`config.mk`:
```
export PLATFORM = sky130hd
export DESIGN_NAME = instr_fetch
export DESIGN_NICKNAME = d
export VERILOG_FILES = /design/src/rtl/fetch_pkg.sv /design/src/rtl/instr_fetch.sv
export SDC_FILE = /design/constraint.sdc
export NUM_CORES = 1
export LEC_CHECK = 0
export CAP_MARGIN = 0
export CORE_ASPECT_RATIO = 1.1
export CORE_MARGIN = 2
export CORE_UTILIZATION = 33
export DETAILED_ROUTE_END_ITERATION = 10
export PLACE_DENSITY = 0.77
export SYNTH_ARGS = -nofsm -noshare
export SYNTH_HDL_FRONTEND = slang
export SYNTH_SLANG_ARGS = --single-unit
export TNS_END_PERCENT = 20
```
`constraint.sdc`:
```
create_clock -name clk -period 2.3 [get_ports clk]
set_input_delay 0.46 -clock clk [delete_from_list [all_inputs] [get_ports clk]]
set_output_delay 0.46 -clock clk [all_outputs]
set_load 0.01 [all_outputs]
```
`src/rtl/fetch_pkg.sv`:
```
// Shared definitions for the instruction-fetch stage: FSM state encoding and
// the default sequential step / fault instruction used by instr_fetch.
package fetch_pkg;

  typedef enum logic [2:0] {
    ST_IDLE,
    ST_REQ,
    ST_WAIT,
    ST_DROP,
    ST_OUT
  } fetch_state_e;

  localparam int unsigned DEFAULT_PC_STEP   = 4;
  localparam logic [31:0] DEFAULT_NOP_INSTR = 32'h0000_0013;

endpackage

```
`src/rtl/instr_fetch.sv`:
```
// Instruction fetch stage: issues one instruction-memory request at a time,
// hands the fetched word to decode, and owns PC advance and redirect handling.
module instr_fetch
  import fetch_pkg::*;
#(
  parameter int unsigned PC_STEP   = DEFAULT_PC_STEP,
  parameter logic [31:0] NOP_INSTR = DEFAULT_NOP_INSTR
) (
  input  logic        clk,
  input  logic        reset,
  input  logic [31:0] pc,
  output logic        pc_write,
  output logic [31:0] pc_next,
  output logic        imem_req_valid,
  input  logic        imem_req_ready,
  output logic [31:0] imem_req_addr,
  input  logic        imem_rsp_valid,
  input  logic [31:0] imem_rsp_data,
  input  logic        redirect_valid,
  input  logic [31:0] redirect_target,
  output logic        if_valid,
  input  logic        if_ready,
  output logic [31:0] if_instr,
  output logic [31:0] if_pc,
  output logic        if_fault
);

  fetch_state_e state_q, state_d;
  logic [31:0]  if_instr_q, if_instr_d;
  logic [31:0]  if_pc_q, if_pc_d;
  logic         if_fault_q, if_fault_d;
  logic [31:0]  pc_inc;
  logic         pc_misaligned;

  // 32-bit add wraps naturally, so the last word of the address space steps to 0.
  assign pc_inc        = if_pc_q + 32'(PC_STEP);
  assign pc_misaligned = |pc[1:0];

  // NOTE: every signal driven here gets a default before the case statement so
  // no path leaves it unassigned; otherwise synthesis would infer a latch.
  always_comb begin
    state_d        = state_q;
    if_instr_d     = if_instr_q;
    if_pc_d        = if_pc_q;
    if_fault_d     = if_fault_q;
    pc_write       = 1'b0;
    pc_next        = '0;
    imem_req_valid = 1'b0;
    imem_req_addr  = '0;
    if_valid       = 1'b0;

    case (state_q)
      ST_IDLE: state_d = ST_REQ;

      ST_REQ: begin
        imem_req_addr = pc;
        if (!redirect_valid) begin
          if (pc_misaligned) begin
            if_pc_d    = pc;
            if_instr_d = NOP_INSTR;
            if_fault_d = 1'b1;
            state_d    = ST_OUT;
          end else begin
            imem_req_valid = 1'b1;
            if (imem_req_ready) begin
              if_pc_d = pc;
              state_d = ST_WAIT;
            end
          end
        end
      end

      ST_WAIT: begin
        if (redirect_valid) begin
          // A response landing with the redirect is simply dropped here.
          state_d = imem_rsp_valid ? ST_REQ : ST_DROP;
        end else if (imem_rsp_valid) begin
          if_instr_d = imem_rsp_data;
          pc_write   = 1'b1;
          pc_next    = pc_inc;
          state_d    = ST_OUT;
        end
      end

      ST_DROP: begin
        if (imem_rsp_valid) state_d = ST_REQ;
      end

      ST_OUT: begin
        if (redirect_valid) begin
          if_fault_d = 1'b0;
          state_d    = ST_REQ;
        end else begin
          if_valid = 1'b1;
          if (if_ready) begin
            if_fault_d = 1'b0;
            state_d    = ST_REQ;
          end
        end
      end

      default: state_d = ST_IDLE;
    endcase

    // Redirect outranks the sequential advance as the PC source.
    if (redirect_valid && (state_q != ST_IDLE)) begin
      pc_write = 1'b1;
      pc_next  = redirect_target;
    end
  end

  // NOTE: sequential state uses non-blocking assignments so every flop samples
  // its _d value from before the edge, independent of statement order.
  always_ff @(posedge clk or negedge reset) begin
    if (!reset) begin
      state_q    <= ST_IDLE;
      if_instr_q <= '0;
      if_pc_q    <= '0;
      if_fault_q <= 1'b0;
    end else begin
      state_q    <= state_d;
      if_instr_q <= if_instr_d;
      if_pc_q    <= if_pc_d;
      if_fault_q <= if_fault_d;
    end
  end

  assign if_instr = if_instr_q;
  assign if_pc    = if_pc_q;
  assign if_fault = if_fault_q;

endmodule

```
==> impl_metrics.ini, run 1 <==
[clock_tree]
cts_tree = done
clock_latency_ps = 330
clock-root-buffer = clkbuf_16
path_clk_slew_ps = 60
numCtsBuffers = 9
clock_sinks = 68
htreeDepth = 3
hold_buffers = 0
cts_buffer_depth = 2

[detailed_routing]
wirelength_um = 15770
via_count = 4514
ant_nets = 0
route.detailed.drc = 0
firstDrtPassIters = 4
wl_per_cell_um = 17.24
drt_iter0_drc = 172
viasPerCell = 4.933

[placed_design]
gp_congestion = 0.8531
hpwl_um = 11520
place_ws_ps = -370.7
io_buffer_count = 233

[critical_path]
reg2reg_setup_slack_ps = 280
worst-setup-path-type = reg -> out
cp-start-kind = flip-flop
crit_arrival_ps = 1970
rr_worst_depth = 7
end_kind = output pin
required_ps = 1840
path_max_fanout = 5

[power_and_ir_drop]
ir_worst_vdd_v = 0.0005175
power_uw = 9033
power.density_nw_per_um2 = 1157
p_leak_uw = 0.003886

[outcome]
status = finished, violations left
violations = negative setup slack

[hold_path]
hp-class = in -> async

[timing]
setup_violations = 18
setup_slack_ps = -130.8
slew_violations = 0
worstMarginPinSlew_ps = 381.0
period_minus_slack_ps = 2431
maxSlewHeadroom_pct = 74.45
hold_viol = 0
fin_skew_ps = 7.387
rsz0062_at_grt = yes
max_freq_ghz = 0.4114
period_share_pct = 105.7

[synth]
yosysSeqAreaShare_pct = 42.54
synth_edf_count = 0
syn-mean-instance-area_um2 = 8.989
synth_ff_type = dfrtp_1
synth_common_cells = nand2_1, dfrtp_1, o21ai_0
synth_area_um2 = 4000
synthDistinctLibCells = 44
ys_ff_latch = 68
synthesis.instances = 445
ys_warn_count = 0
yosys.area.top_type = dfrtp_1
yosysMostFrequentCell = nand2_1
ys_top_cells_by_area = dfrtp_1, nand2_1, o21ai_0
synth_top_area_share_pct = 42.54
synthArstFlopShare_pct = 100.0
syn_nets = 548

[floorplan]
initial_core_util_pct = 33.53
dieHeight_um = 119.5
io_pins = 234
fp.dieW_um = 109.0
dieArea_um2 = 13020
row_count = 42
core_area_um2 = 11930

[final_layout]
final_layout_size_suffix_gt1_share_pct = 28.52
diodes = 0
fin_nets = 860
area_growth_pct = 95.12
fillers = 943

[global_route]
grt_remaining_overflow = 0
grt_start_max_net_pins = 65
grt_antenna_before_repair = 0
first_global_vias = 4702
grt_usage_pct = 23.61
grt_pass1_wl_um = 23750

[job]
drv_cap = 0
==> critical path: stages, from the launching register on <==
cell     delay [ps]
dfrtp_1         370
buf_6           110
and3_4          230
nand4_4         170
buf_6           180
buf_6           110
nor3_4          110
xnor2_1         150
o21ai_1          70
buf_2           140
==> worst paths after layout <==
kind                                     startpoint                        to
max                            if_pc[3]$_DFFE_PN0P_               pc_next[25]
min                                           reset     if_pc[18]$_DFFE_PN0P_
max reg2reg                  state_q[2]$_DFFE_PN0P_     if_pc[21]$_DFFE_PN0P_
min reg2reg                if_instr[15]$_DFFE_PN0P_  if_instr[15]$_DFFE_PN0P_
max in group asynchronous                     reset  if_instr[19]$_DFFE_PN0P_
min in group clk           if_instr[15]$_DFFE_PN0P_  if_instr[15]$_DFFE_PN0P_
==> metal layers <==
layer  vias to the layer above  wire length (um)  track usage [%]
li1                       2129                 -                -
met5                         -                 0                0
met3                        24              1732            10.24
met2                       219              8022            42.24
met1                      2142              5713            24.42
met4                         0               303            7.372
==> through the flow <==
step,TNS [ps],hold slack (ps),cell area [um2],instances,util [%]
3_3_place_gp,-9531,383.5,6922,869,58.02
6_report,-1414,34.03,7805,915,65.43
3_5_place_dp,-10410,392.1,6922,869,58.02
4_1_cts,-4903,33.19,7522,897,63.06
5_1_grt,-3297,63.32,7805,915,65.43
2_1_floorplan,0,164.4,4000,445,-
==> logic make-up after synthesis <==
group	Yosys count	share of synthesized area (%)
xor+xnor	28	6.131
fa+ha+maj	1	0.3127
simple gates	206	25.99
flops	68	42.54
mux	25	8.727
compound gates	81	11.45
buf+inv	36	4.848
==> what timing repair did <==
action                                  CTS  global route
gates resized for setup                 136           105
gates cloned                              2             0
pin swaps                                16            22
setup buffers                            11            18
endpoints found under the setup margin   67            65
==> flip-flops by register name (all words and copies together), names as in the netlist <==
register and flops:
if_instr 32, if_pc 32, state_q 3, if_fault 1
==> cell usage in the layout (no fill, tap or decap), drive strengths merged, types with 2 or more instances in the layout <==
cell	n
clkdlybuf4s50	164
buf	116
nand2	103
dfrtp	68
o21ai	64
and2	33
dlymetal6s2s	32
mux2	25
xnor2	22
clkbuf	20
nor3	15
nor2	13
inv	8
nand3	8
nand4	7
xor2	6
a21oi	6
a22o	5
and4	5
and3	5
nand2b	4
bufinv	4
nor2b	3
nor4	3
or2	2
a211oi	2
clkinv	2
dlygate4sd2	2
nor3b	2
clkdlybuf4s15	2
==> power by group <==
part	internal (uW)	leakage, uW	switching, uW
Clock	1170	0.000176	528
Sequential	1610	0.000858	313
Combinational	3010	0.00285	2400
Total	5790	0.00389	3240
==> final cells by class <==
class | count | area (um2) | share of cell area [%]
Clock inverter | 6 | 137.6 | 1.763
Clock buffer | 9 | 225.2 | 2.886
Multi-Input combinational cell | 342 | 2377 | 30.46
Timing Repair Buffer | 328 | 3137 | 40.19
Inverter | 8 | 30.03 | 0.3847
Tap cell | 154 | 192.7 | 2.469
Sequential cell | 68 | 1705 | 21.85
Note: power is estimated with default switching activity, not from simulation.
==> inputs of run 2 (changes only) <==
--- a/config.mk
+++ b/config.mk
@@ -7,9 +7,10 @@
 export LEC_CHECK = 0
 export CAP_MARGIN = 0
 export CORE_ASPECT_RATIO = 1.1
-export CORE_MARGIN = 2
+export CORE_MARGIN = 5
 export CORE_UTILIZATION = 33
 export DETAILED_ROUTE_END_ITERATION = 10
+export HOLD_SLACK_MARGIN = 0.06
 export PLACE_DENSITY = 0.77
 export SYNTH_ARGS = -nofsm -noshare
 export SYNTH_HDL_FRONTEND = slang
==> run 2 against run 1 <==
Net effect: the run still ends with negative setup slack left; combinational power decreased by 5.7%; clock skew down 1.6 ps; utilization decreased by 2.6 points; count of clock-buffer cells in the layout increased by 2; hold slack better by 110 ps; clock power is 12% lower; critical path depth down 5; die area up 11%; sequential power about the same; worst setup slack worse by 94 ps; design area decreased by 3.5%; via count down 3.4%.
==> impl_metrics.ini, run 2 (synthesis gave the netlist of run 1 again) <==
[detailed_routing]
viasPerCell = 4.903
wl_per_cell_um = 17.81
route.detailed.drc = 0
via_count = 4359
wirelength_um = 15840
drt_iter0_drc = 127
ant_nets = 0
firstDrtPassIters = 4

[critical_path]
slowest_delay_ps = 610
path_common_cell = buf_4
crit_chain = buf_4 -> buf_4 -> nor4b_1 -> clkdlybuf4s50_1
cp-start-kind = flip-flop
worst-setup-path-type = reg -> out
required_ps = 1840
crit_arrival_ps = 2070
end_kind = output pin
cp_slowest_cell = clkdlybuf4s50_1
path_max_fanout = 6

[timing]
rsz0062_at_grt = yes
tns_ps = -779.5
maxSlewHeadroom_pct = 70.64
slew_violations = 0
max_freq_ghz = 0.3960
setup_slack_ps = -225.3
worstMarginPinSlew_ps = 437.8
setup_violations = 10
fin_skew_ps = 5.791
hold_viol = 0
period_minus_slack_ps = 2525
period_share_pct = 109.8
holdWs_ps = 146.8

[global_route]
grt_usage_pct = 21.27
grt_remaining_overflow = 0
grt_pass1_wl_um = 24100
grt_antenna_before_repair = 1
grt_start_max_net_pins = 69
first_global_vias = 4632

[floorplan]
dieArea_um2 = 14430
row_count = 42
initial_core_util_pct = 33.39
core_area_um2 = 11980
io_pins = 234
fp.dieW_um = 115.0
dieHeight_um = 125.5

[clock_tree]
path_clk_slew_ps = 50
clock_latency_ps = 330
cts_buffer_depth = 2
htreeDepth = 3
clock-root-buffer = clkbuf_16
clock_sinks = 68
numCtsBuffers = 9
cts_tree = done

[placed_design]
hpwl_um = 11770
io_buffer_count = 233
place_ws_ps = -396.9
dp.cells = 861
gp_congestion = 0.8438

[final_layout]
final_layout_size_suffix_gt1_share_pct = 24.11
area_growth_pct = 88.33
fin_nets = 835
final_common_cell = clkdlybuf4s50_1
fin_cells = 889
layout_common_cells = clkdlybuf4s50_1, nand2_1, dfrtp_1, buf_4, o21ai_0
fin_util_pct = 62.88

[outcome]
status = finished, violations left
violations = negative setup slack

[power_and_ir_drop]
power.density_nw_per_um2 = 1127
ir_worst_vdd_v = 0.0004821
p_leak_uw = 0.003710

[job]
drv_cap = 0

[hold_path]
hp-class = in -> async
==> run 2: power breakdown <==
group / total (uW) / leakage [uW] / switching, uW / internal (uW)
clock: 1480 / 0.000154 / 490 / 990
combinational: 5100 / 0.00270 / 2320 / 2780
sequential: 1910 / 0.000859 / 303 / 1610
total: 8490 / 0.00371 / 3110 / 5380
==> run 2: path summary, 6_finish.rpt <==
check,startpoint,end,slack (ps),depth (start not counted)
worst max-delay path,state_q[1]$_DFFE_PN0P_,if_valid,-230,4
worst min-delay path,reset,if_instr[29]$_DFFE_PN0P_,150,2
worst max register to register,state_q[1]$_DFFE_PN0P_,if_pc[28]$_DFFE_PN0P_,310,7
worst min register to register,if_instr[12]$_DFFE_PN0P_,if_instr[12]$_DFFE_PN0P_,480,2
max in group asynchronous,reset,state_q[1]$_DFFE_PN0P_,1840,2
min in group clk,if_instr[12]$_DFFE_PN0P_,if_instr[12]$_DFFE_PN0P_,480,2
==> run 2: per-stage QoR <==
step,total power (uW),instance area [um2]
CTS,8556,7420
global placement,6753,6859
finish,8494,7533
floorplan,4094,4000
detailed placement,6865,6859
global route,9019,7533
==> run 2: layout make-up <==
| type | instances | area (um2) |
|---|---|---|
| timing repair buffer | 303 | 2939 |
| tap | 154 | 192.7 |
| fill | 961 | 4448 |
| multi-input combinational | 342 | 2352 |
| antenna | 1 | 2.502 |
| clock buffer | 11 | 252.7 |
| inverter | 8 | 30.03 |
| sequential | 68 | 1704 |
| clock inverter | 2 | 60.06 |
==> run 2: worst max-delay path: cells and delay by family (launching register included) <==
kind | cells | cell delay (ps)
buf+inv | 3 | 900
simple gates | 1 | 390
flops | 1 | 450
==> run 2: layer usage <==
layer | track usage, % | routed length, um
met1 | 22.17 | 5617
met2 | 37.77 | 8063
met3 | 8.700 | 1782
met4 | 7.873 | 373
met5 | 0 | 0
==> run 2: timing repair <==
action,CTS,global route
hold buffers,0,0
buffers inserted,12,0
pin swaps,15,2
cloned,2,0
endpoints found under the setup margin,67,63
gates resized for setup,151,56
